## config.mk

```make
export PLATFORM = sky130hd
export DESIGN_NAME = checkout_sequencer
export DESIGN_NICKNAME = d
export VERILOG_FILES = /design/src/rtl/checkout_pkg.sv /design/src/rtl/checkout_sequencer_mul4_seq.sv /design/src/rtl/checkout_sequencer.sv
export SDC_FILE = /design/constraint.sdc
export NUM_CORES = 1
export LEC_CHECK = 0
export CAP_MARGIN = 20
export CORE_UTILIZATION = 54
export DETAILED_ROUTE_END_ITERATION = 8
export GPL_TIMING_DRIVEN = 0
export PLACE_DENSITY = 0.9
export SLEW_MARGIN = 40
export SYNTH_ARGS = -nofsm -noshare
export SYNTH_HDL_FRONTEND = slang
export SYNTH_HIERARCHICAL = 1
export SYNTH_SLANG_ARGS = --single-unit
```

## constraint.sdc

```tcl
create_clock -name CLK -period 2.5 [get_ports CLK]
set_input_delay 0.5 -clock CLK [delete_from_list [all_inputs] [get_ports CLK]]
set_output_delay 0.5 -clock CLK [all_outputs]
set_load 0.01 [all_outputs]
```

## src/rtl/checkout_pkg.sv

```systemverilog
// rtl/checkout_pkg.sv - shared types and constants for the checkout sequencer
package checkout_pkg;

   // Sequencer states: idle, multiply in progress, accumulate, show total
   typedef enum logic [1:0] {
      IDLE = 2'd0,
      MUL  = 2'd1,
      ACC  = 2'd2,
      SHOW = 2'd3
   } cko_state_t;

   localparam int MUL_CYCLES = 4;
   localparam int PROD_W     = 8;

endpackage

```

## src/rtl/checkout_sequencer_mul4_seq.sv

```systemverilog
// rtl/checkout_sequencer_mul4_seq.sv - 4x4 shift-add sequential multiplier (module mul4_seq)
module mul4_seq
   import checkout_pkg::*;
(
   input  logic              CLK,
   input  logic              reset,
   input  logic              start,
   input  logic              abort,
   input  logic [3:0]        a,
   input  logic [3:0]        b,
   output logic              done,
   output logic [PROD_W-1:0] p
);

   logic [PROD_W-1:0] mcand;
   logic [3:0]        mplier;
   logic [PROD_W-1:0] acc;
   logic [2:0]        cnt;

   // Load operands on start, then one shift-add step per cycle for four cycles
   always_ff @(posedge CLK) begin
      if (reset || abort) begin
         mcand  <= '0;
         mplier <= '0;
         acc    <= '0;
         cnt    <= '0;
      end else if (start) begin
         mcand  <= {4'b0000, a};
         mplier <= b;
         acc    <= '0;
         cnt    <= 3'(MUL_CYCLES);
      end else if (cnt != 3'd0) begin
         if (mplier[0]) begin
            acc <= acc + mcand;
         end
         mcand  <= mcand << 1;
         mplier <= mplier >> 1;
         cnt    <= cnt - 3'd1;
      end
   end

   // done marks the final step; p holds the full product from the next cycle on
   assign done = (cnt == 3'd1);
   assign p    = acc;

endmodule

```

## src/rtl/checkout_sequencer.sv

```systemverilog
// rtl/checkout_sequencer.sv - checkout item sequencer with saturating running sum; optional pending entry via CHECKOUT_PEND_EN
module checkout_sequencer
   import checkout_pkg::*;
#(
   parameter int SUM_W     = 12,
   parameter int MAX_ITEMS = 15
)(
   input  logic              CLK,
   input  logic              reset,
   input  logic              enter,
   input  logic              total,
   input  logic              clear,
   input  logic [3:0]        cost,
   input  logic [3:0]        qty,
   output logic              busy,
   output logic              item_done,
   output logic [PROD_W-1:0] line_price,
   output logic [SUM_W-1:0]  sum,
   output logic              ovf,
   output logic [3:0]        item_count,
   output logic              full,
   output logic              total_valid
);

   cko_state_t        state, state_nxt;
   logic              mul_start;
   logic              mul_done;
   logic [PROD_W-1:0] mul_p;
   logic              req_valid;
   logic [3:0]        req_cost;
   logic [3:0]        req_qty;
   logic [SUM_W:0]    sum_wide;

`ifdef CHECKOUT_PEND_EN
   logic       pend_valid;
   logic [3:0] pend_cost;
   logic [3:0] pend_qty;

   // One-deep holding slot for an enter that arrives while an item is in flight
   always_ff @(posedge CLK) begin
      if (reset || clear || total) begin
         pend_valid <= 1'b0;
         pend_cost  <= '0;
         pend_qty   <= '0;
      end else if (state == IDLE) begin
         pend_valid <= 1'b0;
      end else if (busy && enter && !pend_valid) begin
         pend_valid <= 1'b1;
         pend_cost  <= cost;
         pend_qty   <= qty;
      end
   end

   assign req_valid = pend_valid | enter;
   assign req_cost  = pend_valid ? pend_cost : cost;
   assign req_qty   = pend_valid ? pend_qty  : qty;
`else
   assign req_valid = enter;
   assign req_cost  = cost;
   assign req_qty   = qty;
`endif

   mul4_seq u_mul (
      .CLK   (CLK),
      .reset (reset),
      .start (mul_start),
      .abort (clear),
      .a     (req_cost),
      .b     (req_qty),
      .done  (mul_done),
      .p     (mul_p)
   );

   // State register
   always_ff @(posedge CLK) begin
      if (reset) begin
         state <= IDLE;
      end else begin
         state <= state_nxt;
      end
   end

   // Next state and multiplier start; clear beats total beats enter
   always_comb begin
      state_nxt = state;
      mul_start = 1'b0;
      if (clear) begin
         state_nxt = IDLE;
      end else begin
         case (state)
            IDLE: begin
               if (total) begin
                  state_nxt = SHOW;
               end else if (req_valid && !full) begin
                  mul_start = 1'b1;
                  state_nxt = MUL;
               end
            end
            MUL: begin
               if (mul_done) begin
                  state_nxt = ACC;
               end
            end
            ACC:     state_nxt = IDLE;
            SHOW:    state_nxt = SHOW;
            default: state_nxt = IDLE;
         endcase
      end
   end

   // Carry out of the widened add signals that the sum must clip
   assign sum_wide = {1'b0, sum} + {{(SUM_W - PROD_W + 1){1'b0}}, mul_p};

   // Accumulate the finished product, count the item and pulse item_done
   always_ff @(posedge CLK) begin
      if (reset || clear) begin
         line_price <= '0;
         sum        <= '0;
         ovf        <= 1'b0;
         item_count <= '0;
         item_done  <= 1'b0;
      end else begin
         item_done <= 1'b0;
         if (state == ACC) begin
            line_price <= mul_p;
            item_count <= item_count + 4'd1;
            item_done  <= 1'b1;
            if (sum_wide[SUM_W]) begin
               sum <= '1;
               ovf <= 1'b1;
            end else begin
               sum <= sum_wide[SUM_W-1:0];
            end
         end
      end
   end

   assign busy        = (state == MUL) || (state == ACC);
   assign total_valid = (state == SHOW);
   assign full        = (item_count == 4'(MAX_ITEMS));

endmodule

```

# --- After elaboration in Yosys (flattened, before gate mapping) ---
# Index checks and enable logic that the tools add are counted.
# Widths: inputs -> output; s select.
op_classes:
  muxes: 16
  reduce_logical: 12
  eq_ne: 7
  add_sub_neg: 4
op_table:
  columns: ["cell", "n"]
  rows:
  - ["$mux 4", 4]
  - ["$add 12x8->13", 1]
  - ["$mux 12", 1]
  - ["$add 8x8->8", 1]
  - ["$pmux 2 s4", 1]
  - ["$mux 2", 3]
  - ["$mux 3", 2]
  - ["$reduce_and 2->1", 3]
  - ["$mux 1", 5]
  - ["$add 4x1->4 const B", 1]
  - ["$eq 2x2->1 const B", 2]
  - ["$eq 4x4->1 const B", 1]
  - ["$reduce_or 2->1", 2]
  - ["$eq 3x1->1 const B", 1]
  - ["$ne 3x3->1 const B", 1]
  - ["$reduce_bool 3->1", 1]
  - ["$sub 3x1->3 const B", 1]
  - ["$eq 2x1->1 const B", 1]
  - ["$logic_not 2->1", 1]
  - ["$logic_or 1x1->1", 2]
  - ["$ne 2x2->1 const B", 1]
  - ["$reduce_bool 2->1", 1]
  - ["$logic_and 1x1->1", 1]
  - ["$logic_not 1->1", 1]
totals:
  ff_bits: 51
  out_inout_bits: 29
  inputBits: 13
  elab_cells: 51

# --- Logic depth before layout (Yosys ltp) ---
# Gate-level depths: netlist of run 1.
logic_depth:
  depth_word: 8
  mapped_depth: 10
  mapped_depth_nobuf: 9

# --- By module ---
# The synthesis of run 1 kept the hierarchy.
by_module_without_submodules:
  columns: ["module", "cells_per_inst", "instances", "area_per_inst_um2", "seq_area_each_um2"]
  rows:
  - ["checkout_sequencer", 173, 1, 1562.7, 560.5]
  - ["mul4_seq", 146, 1, 1282.5, 460.4]

# --- Worst setup path after synthesis of run 1 ---
# OpenSTA, ideal clock, no wires.
synth_path:
  kind: "register to register"
  startpoint: "register item_count[0]"
  endpoint: "register u_mul.mplier[0]"
  arrival_ns: 1.907
  path_stages_with_launch: 10
  period_less_slack_ns: 2.033
  setup_ns: 0.126
  path_slack_ns: 0.467
  n_path_buf: 2
  required_ns: 2.374
  cell_sequence: "dfxtp_1 > ha_1 > and3_1 > nand2b_1 > nor4b_1 > buf_6 > clkbuf_1 > nor2_1 > a21oi_1 > nor2_1"
synth_between:
  elab_chain_cells: 8
  word_cells_on_any_way: 9
  classes_between: "1 x eq/ne; 5 x mux; 3 x reduce/logical"
synth_lines:
  columns: ["element", "line_no", "text"]
  rows:
  - ["start: declaration", "checkout_sequencer.sv:20", "output logic [3:0] item_count,"]
  - ["start signal: assignment", "checkout_sequencer.sv:126", "item_count <= item_count + 4'd1;"]
  - ["$eq 4x4->1 *", "checkout_sequencer.sv:140", "assign full = (item_count == 4'(MAX_ITEMS));"]
  - ["named net full", "checkout_sequencer.sv:21", "output logic full,"]
  - ["$logic_not 1->1 *", "checkout_sequencer.sv:94", "end else if (req_valid && !full) begin"]
  - ["$logic_and 1x1->1 *", "checkout_sequencer.sv:94", null]
  - ["$mux 1 *", "checkout_sequencer.sv:94", null]
  - ["$mux 1 *", "checkout_sequencer.sv:92", "if (total) begin"]
  - ["$mux 1 *", "checkout_sequencer.sv:90", "case (state)"]
  - ["$mux 1 *", "checkout_sequencer.sv:87", "if (clear) begin"]
  - ["named net mul_start", "checkout_sequencer.sv:26", "logic mul_start;"]
  - ["$mux 4 / $reduce_bool 2->1 (equally long branches)", null, null]
  - ["end signal: assignment", "checkout_sequencer_mul4_seq.sv:37", "mplier <= mplier >> 1;"]
  - ["end: declaration", "checkout_sequencer_mul4_seq.sv:16", "logic [3:0] mplier;"]
# Mark *: on every way through the listed nets, which the timed path passes. The rest lies on a longest branch.
# A chain may end at the register's enable or synchronous reset.

# --- Final worst setup path of run 1 ---
layout_path:
  startpoint: "register u_mul.acc[0], in the netlist u_mul/p[0]"
  endpoint: "register sum[7]"
layout_between:
  elab_chain_cells: 2
layout_lines:
  columns: ["element", "line_no", "text"]
  rows:
  - ["start: declaration", "checkout_sequencer_mul4_seq.sv:17", "logic [PROD_W-1:0] acc;"]
  - ["start signal: assignment", "checkout_sequencer_mul4_seq.sv:34", "acc <= acc + mcand;"]
  - ["$add 12x8->13", "checkout_sequencer.sv:112", "assign sum_wide = {1'b0, sum} + {{(SUM_W - PROD_W + 1){1'b0}}, mul_p};"]
  - ["$mux 12", "checkout_sequencer.sv:128", "if (sum_wide[SUM_W]) begin"]
  - ["end signal: assignment", "checkout_sequencer.sv:132", "sum <= sum_wide[SUM_W-1:0];"]
  - ["end: declaration", "checkout_sequencer.sv:18", "output logic [SUM_W-1:0] sum,"]
# No other way between the ends.

==> qor.yml, run 1 <==
clock_network:
  cts_hold_buf: 0
  clk_latency_ps: 300
  cts_buffers: 5
  cts.sinks: 51
  cts_resized: 0
  cts.htree.levels: 2
  cts_root_buffer: "clkbuf_8"
  clk_pin_slew_ps: 90
  clockBufferDepth: 2
  cts_tree: "done"
die:
  core_area_um2: 5070
  io_pins: 42
  die_h_um: 74.6
  die_w_um: 74.6
  dieArea_um2: 5560
  initial_core_util: 0.561
  row_count: 26
synth:
  synth_seq_cells: 51
  synthArstFlopShare: 0
  avgSynthCellArea_um2: 8.92
  ys.warnings.count: 6
  synth_top_cell_by_area: "dfxtp_1"
  ys_top_cells_by_area: "dfxtp_1 (36%), ha_1 (11%), mux2i_1 (7.4%)"
  syn-cell-area_um2: 2850
  synth_common_cells: "dfxtp_1 (51), nor2_1 (38), a21oi_1 (34), ha_1 (24), mux2i_1 (21)"
  synth-edff-count: 0
  synth_nets: 358
  synthFlopType: "dfxtp_1"
  synth.top_cell.area_share: 0.359
  synthCells: 319
  ys_seq_area_frac: 0.359
  yosysMostFrequentCell: "dfxtp_1"
  ys_types: 54
critical_path:
  cp-endpoint: "sum[7]$_SDFFE_PP0P_"
  critPathArrivalTime_ps: 2440
  reg2reg_depth: 7
  crit_type: "reg2reg"
  r2r_setup_slack_ps: 230
  reg2reg_from: "u_mul/p[0]$_SDFFE_PP0P_"
  cp.required_ps: 2680
  startpoint: "u_mul/p[0]$_SDFFE_PP0P_"
  end_kind: "flop"
  crit_path_start_kind: "flop"
  path_max_fanout: 8
  r2r_end: "sum[7]$_SDFFE_PP0P_"
routing:
  dr.first_iter.drc_count: 94
  routed_via_density: 5.42
  drc: 0
  met1_length_mm: 2.51
  route.antenna.remaining_nets: 0
  vias: 2368
  wl_met3_um: 192
  met2_wirelength_mm: 2.74
  dr.pass1.iters: 4
  wire_per_inst_um: 12.6
  routed_wl_mm: 5.52
  top_layer_used: "met4"
timing:
  slew_headroom: 0.706
  setup_slack_ps: 233
  finalSetupTns_ps: 0
  skew_ps: 3.75
  finalMaxSlewViolations: 0
  finalHoldViolCount: 0
  tightest_slew_ps: 442
  timing.fmax_mhz: 441
  period_share: 0.907
  rsz0062_at_grt: "false"
  setup_violations: 0
  fin_crit_ps: 2270
placement:
  pre_cts_slack_ps: 69.1
  port_buffers: 41
  dp_hpwl_mm: 4.24
  gp_congestion: 0.900
power_and_ir_drop:
  power-per-cell-area_nw_per_um2: 440
  p_leak_uw: 0.00132
  ir_worst_vdd_uv: 356
global_route:
  grt_pass1_vias: 2194
  grt_pass1_wl_mm: 9.35
  grt-ovfl-total: 0
  grt_max_degree: 17
  antenna_found_initial: 0
  grtUsageTotal: 0.217
cells_and_area:
  drive_above_1_share: 0.0845
  fillCellCount: 407
  nets: 405
  diodes: 0
  syn2layout_area_growth_pct: 20.8
min_path:
  hold_path_class: "reg2reg"
outcome:
  status: "completed"
flow_run:
  maxCapViolCount: 0
cells in the final DEF, fill, tap and decap left out, types with 2 or more instances in the layout:
cell,count
or3_1,2
nand2_2,3
nand2b_1,4
ha_1,24
nor2b_1,3
nor2_1,38
inv_1,14
clkbuf_8,6
clkbuf_1,5
a31oi_1,2
xor2_1,6
xnor2_1,5
a21oi_1,34
nand4_1,2
dfxtp_1,51
nor3_1,6
o21bai_1,2
nor3b_1,6
a21oi_2,2
clkdlybuf4s50_1,41
buf_6,5
and2_1,4
o21ai_0,13
fa_1,2
nand2_1,13
a21o_1,3
mux2i_1,21
o211ai_1,3
buf_2,3
o21a_1,3
o21ai_1,3
nand3_1,7
a211oi_1,6
state kept, by name (all words and copies together), names as in the netlist:
register	count
item_done	1
ovf	1
sum	12
state	2
item_count	4
line_price	8
u_mul/p	8
u_mul/mplier	4
u_mul/cnt	3
u_mul/mcand	8
per-stage QoR:
| step | hold slack, ps | total power [uW] | cell area [um2] | utilization | cells |
|---|---|---|---|---|---|
| global placement | 435 | 1020 | 3340 | 0.659 | 430 |
| floorplan | 465 | 967 | 2850 | - | 319 |
| finish | 457 | 1510 | 3440 | 0.678 | 437 |
| CTS | 465 | 1530 | 3440 | 0.678 | 438 |
| global route | 499 | 1580 | 3440 | 0.678 | 437 |
| detailed placement | 450 | 1030 | 3340 | 0.659 | 430 |
repair_timing:
| action | CTS | global route |
|---|---|---|
| setup endpoints to repair | 0 | 1 |
| setup buffers | 0 | 0 |
| endpoints found under the hold margin | 0 | 0 |
cell families after synthesis:
group / count (synthesis) / synth area share
adders and majority gates: 26 / 0.120
xor gates and xnor gates: 11 / 0.0339
and+or+nand+nor: 99 / 0.179
DFF: 51 / 0.359
buffers and inverters: 29 / 0.0541
muxes: 21 / 0.0739
AOI/OAI and AO/OA: 82 / 0.180
worst min-delay path by stage:
stage,startpoint,endpoint,slack [ps],depth (start not counted)
6_report,ovf$_SDFFE_PP0P_,ovf$_SDFFE_PP0P_,460,2
5_1_grt,ovf$_SDFFE_PP0P_,ovf$_SDFFE_PP0P_,500,2
4_1_cts,ovf$_SDFFE_PP0P_,ovf$_SDFFE_PP0P_,470,2
3_5_place_dp,ovf$_SDFFE_PP0P_,ovf$_SDFFE_PP0P_,450,2
3_3_place_gp,ovf$_SDFFE_PP0P_,ovf$_SDFFE_PP0P_,430,2
2_1_floorplan,u_mul/p[3]$_SDFFE_PP0P_,u_mul/p[3]$_SDFFE_PP0P_,470,2
cell type report:
type	count	area, um2	share of cell area
Multi-Input combinational cell	239	1670	0.486
Sequential cell	51	1020	0.297
Timing Repair Buffer	41	410	0.119
Buffer	14	97.6	0.0284
Tap cell	70	87.6	0.0255
Clock buffer	6	82.6	0.0240
Inverter	14	52.6	0.0153
Clock inverter	2	16.3	0.00473
power breakdown:
part / internal (uW) / switching (uW) / leakage, uW / total, uW
sequential: 823 / 9.95 / 0.000411 / 833
clock: 226 / 277 / 0.0000474 / 504
combinational: 84.7 / 91.5 / 0.000858 / 176
critical path, stage by stage, from the launching register on:
cell and delay [ps]:
dfxtp_1 360, ha_1 240, fa_1 410, and2_1 190, o2111ai_1 300, nand2_1 160, a21oi_2 360, a31oi_1 120
layer usage:
| metal | vias to the layer above | global-route usage |
|---|---|---|
| met2 | 60 | 0.389 |
| met4 | 0 | 0.0671 |
| met5 | - | 0 |
| met3 | 6 | 0.0339 |
| met1 | 1083 | 0.264 |
| li1 | 1219 | - |
Note: power is estimated with default switching activity, not from simulation.
==> inputs of run 2 (changes only) <==
PLACE_DENSITY = 0.92   (was 0.9)
==> qor.yml, run 2 (same netlist as run 1, synthesis figures left out) <==
clock_network:
  cts_buffers: 5
  post_cts_buffers: 0
  clockBufferDepth: 2
  cts_resized: 0
  clk_latency_ps: 310
  cts.sinks: 51
  cts_hold_buf: 0
  clk_pin_slew_ps: 90
  cts_tree: "done"
  cts.htree.levels: 2
  cts_root_buffer: "clkbuf_8"
critical_path:
  crit_chain: "ha_1 -> and3_1 -> nand2b_1 -> nor4b_1 -> buf_6 -> clkbuf_1 -> nor2_1 -> a21oi_1 -> nor2_1"
  cpMostUsedCell: "nor2_1"
  r2r_setup_slack_ps: 270
  crit_path_start_kind: "flop"
  crit_path_top_delay_cell: "nor4b_1"
  path_max_fanout: 10
  cp.required_ps: 2680
  crit_family: "simple AND/OR/NAND/NOR gates"
  crit_path_max_incr_delay_ps: 370
  critPathArrivalTime_ps: 2420
  end_kind: "flop"
  crit_type: "reg2reg"
  crit_buf_inv: 2
cells_and_area:
  most-common-layout-cells: "dfxtp_1 (51), clkdlybuf4s50_1 (41), nor2_1 (38)"
  drive_above_1_share: 0.0815
  regMostFlops: "sum"
  post-route-util: 0.685
  final_common_cell: "dfxtp_1"
  syn2layout_area_growth_pct: 22.2
  largest_reg_flops: 12
  diodes: 0
  nets: 406
die:
  die_h_um: 74.6
  core_area_um2: 5070
  die_w_um: 74.6
  initial_core_util: 0.561
  row_count: 26
  io_pins: 42
  dieArea_um2: 5560
global_route:
  grt_max_degree: 16
  antenna_found_initial: 0
  grt_pass1_wl_mm: 9.92
  grtUsageTotal: 0.233
  grt-ovfl-total: 0
  grt_pass1_vias: 2259
timing:
  tightest_slew_ps: 458
  setup_violations: 0
  finalMaxSlewViolations: 0
  skew_ps: 11.4
  rsz0062_at_grt: "false"
  slew_headroom: 0.695
  period_share: 0.893
  timing.fmax_mhz: 448
  finalHoldViolCount: 0
  finalSetupTns_ps: 0
  fin_crit_ps: 2230
routing:
  vias: 2449
  dr.first_iter.drc_count: 113
  dr.pass1.iters: 4
  drc: 0
  routed_via_density: 5.59
  routed_wl_mm: 5.97
  route.antenna.remaining_nets: 0
  wire_per_inst_um: 13.6
placement:
  gp_congestion: 0.876
  port_buffers: 41
  dp_hpwl_mm: 4.61
power_and_ir_drop:
  p_leak_uw: 0.00134
  power-per-cell-area_nw_per_um2: 484
  ir_worst_vdd_uv: 317
min_path:
  hold_path_class: "reg2reg"
flow_run:
  maxCapViolCount: 0
outcome:
  status: "completed"
[run 2: cell count changes in the layout (fill, tap and decap cells not counted), sizes merged]
cell,before,now
clkbuf,11,12
clkinv,1,0
clkinvlp,1,0
bufinv,0,2
[run 2: power breakdown]
part / internal, uW / leakage [uW] / total, uW / switching [uW]
Sequential: 823 / 0.000411 / 833 / 10.5
Clock: 400 / 0.0000654 / 669 / 269
Combinational: 84.6 / 0.000859 / 178 / 93.4
Total: 1310 / 0.00134 / 1680 / 373
[run 2: per-stage QoR]
| stage | hold slack [ps] | power (uW) | instance area [um2] | std cells | worst slack (ps) |
|---|---|---|---|---|---|
| after detailed placement | 446 | 1030 | 3340 | 430 | 91.4 |
| after CTS | 460 | 1690 | 3480 | 438 | 273 |
| after global placement | 433 | 1020 | 3340 | 430 | 84.1 |
| final | 458 | 1680 | 3480 | 438 | 267 |
| after floorplan | 465 | 967 | 2850 | 319 | 467 |
| after global routing | 489 | 1740 | 3480 | 438 | 46.2 |
[run 2: final cells by class]
class,count,area (um2)
repair buffers,41,410
inverters,14,52.6
clock buffers,6,72.6
well taps,70,87.6
fillers,399,1600
multi-input cells,239,1670
clock inverters,2,60.1
flip-flops and latches,51,1020
plain buffers,15,101
[run 2: final timing paths]
| kind | startpoint | to | depth (start not counted) |
|---|---|---|---|
| worst max-delay path | item_count[0]$_SDFFE_PP0P_ | u_mul/mplier[0]$_SDFFE_PP0P_ | 9 |
| worst min-delay path | ovf$_SDFFE_PP0P_ | ovf$_SDFFE_PP0P_ | 2 |
| worst max register to register | item_count[0]$_SDFFE_PP0P_ | u_mul/mplier[0]$_SDFFE_PP0P_ | 9 |
| worst min register to register | ovf$_SDFFE_PP0P_ | ovf$_SDFFE_PP0P_ | 2 |
[run 2: per-layer routing]
layer | routed length [um] | global-route usage | share of wire | up-vias
met5 | 0 | 0 | 0 | -
met4 | 92 | 0.0776 | 0.015 | 0
met3 | 258 | 0.0501 | 0.043 | 11
met2 | 3020 | 0.424 | 0.51 | 65
met1 | 2600 | 0.270 | 0.43 | 1152
li1 | - | - | - | 1221
[run 2: worst reg2reg max path, cell delays in order (launching register included)]
cell and delay (ps):
dfxtp_1 360, ha_1 220, and3_1 190, nand2b_1 160, nor4b_1 370, buf_6 210, clkbuf_1 340, nor2_1 90
a21oi_1 120, nor2_1 40
==> inputs of run 3 (changes only) <==
CORE_UTILIZATION = 49   (was 54)
PLACE_DENSITY = 0.88   (was 0.92)
clock period = 2 ns   (was 2.5 ns; I/O delays follow)
==> qor.yml, run 3 (same netlist as run 1, synthesis figures left out) <==
global_route:
  antenna_found_initial: 0
  grtUsageTotal: 0.210
  grt_pass1_vias: 2365
  grt_pass1_wl_mm: 10.3
  grt-ovfl-total: 0
  grt_max_degree: 16
min_path:
  hold_path_class: "reg2reg"
timing:
  rsz0062_at_grt: "true"
  fin_crit_ps: 1960
  setup_violations: 0
  finalSetupTns_ps: 0
  skew_ps: 9.42
  tightest_slew_ps: 469
  finalMaxSlewViolations: 0
  setup_slack_ps: 37.4
  period_share: 0.981
  timing.fmax_mhz: 510
  finalHoldViolCount: 0
  slew_headroom: 0.684
outcome:
  status: "completed"
clock_network:
  clockBufferDepth: 2
  cts_tree: "done"
  cts.htree.levels: 2
  clk_latency_ps: 310
  cts_hold_buf: 0
  cts_buffers: 5
  cts.sinks: 51
  cts_root_buffer: "clkbuf_8"
  clk_pin_slew_ps: 100
routing:
  vias: 2477
  drc: 0
  route.antenna.remaining_nets: 0
  dr.pass1.iters: 4
  routed_via_density: 5.62
  routed_wl_mm: 6.22
  wire_per_inst_um: 14.1
  dr.first_iter.drc_count: 121
placement:
  dp_hpwl_mm: 4.50
  port_buffers: 41
  gp_congestion: 0.914
  placed_area_um2: 3350
  pre_cts_slack_ps: -318
cells_and_area:
  final_common_cell: "dfxtp_1"
  most-common-layout-cells: "dfxtp_1 (45), clkdlybuf4s50_1 (39), nor2_1 (38)"
  fin_area_um2: 3620
  post-route-util: 0.654
  largest_reg_flops: 12
  regMostFlops: "sum"
  diodes: 0
  syn2layout_area_growth_pct: 27.3
  drive_above_1_share: 0.146
  nets: 407
critical_path:
  crit_type: "reg2reg"
  path_max_fanout: 5
  critPathArrivalTime_ps: 2200
  cp.required_ps: 2230
  crit_path_start_kind: "flop"
  end_kind: "flop"
power_and_ir_drop:
  p_leak_uw: 0.00140
  power-per-cell-area_nw_per_um2: 583
  ir_worst_vdd_uv: 438
die:
  die_w_um: 78.2
  core_area_um2: 5540
  dieArea_um2: 6120
  io_pins: 42
  row_count: 27
  die_h_um: 78.2
  initial_core_util: 0.514
flow_run:
  maxCapViolCount: 0
[run 3: routing by layer]
metal	global-route usage	wire length, um
met1	0.243	2580
met2	0.384	3260
met3	0.0395	280
met4	0.0741	101
met5	0	0
[run 3: path summary, 6_finish.rpt]
check                          startpoint                   end  slack [ps]  depth (start not counted)
hold / removal           ovf$_SDFFE_PP0P_      ovf$_SDFFE_PP0P_         470                          2
setup / recovery  u_mul/p[0]$_SDFFE_PP0P_  sum[10]$_SDFFE_PP0P_          40                          7
setup reg to reg  u_mul/p[0]$_SDFFE_PP0P_  sum[10]$_SDFFE_PP0P_          40                          7
hold reg to reg          ovf$_SDFFE_PP0P_      ovf$_SDFFE_PP0P_         470                          2
[run 3: layout make-up]
class,instances,area [um2]
Timing Repair Buffer,43,427
Tap cell,72,90.1
Clock inverter,2,60.1
Multi-Input combinational cell,239,1790
Inverter,14,52.6
Fill cell,453,1920
Sequential cell,51,1030
Buffer,14,104
Clock buffer,6,72.6
[run 3: timing repair]
action                                  CTS  global route
setup buffers                             2             0
resized for setup                        18            14
endpoints found under the setup margin   37            42
pin swaps                                 5             4
cloned                                    0             0
hold endpoints to repair                  0             0
[run 3: power by group]
part	total, uW	internal [uW]	switching [uW]
Clock	833	500	333
Sequential	1040	1030	13.5
Combinational	237	113	125
[run 3: per-stage QoR]
stage,hold slack (ps),cells,power (uW)
finish,465,441,2110
global route,507,441,2200
CTS,467,442,2120
detailed placement,453,432,1290
global placement,433,432,1280
floorplan,465,319,1210
[run 3: critical path: stages, from the launching register on]
cell and delay, ps:
dfxtp_2 350, ha_2 200, fa_2 360, and2_4 180, o2111ai_4 240, a21oi_4 110, o211ai_1 230, mux2i_1 230
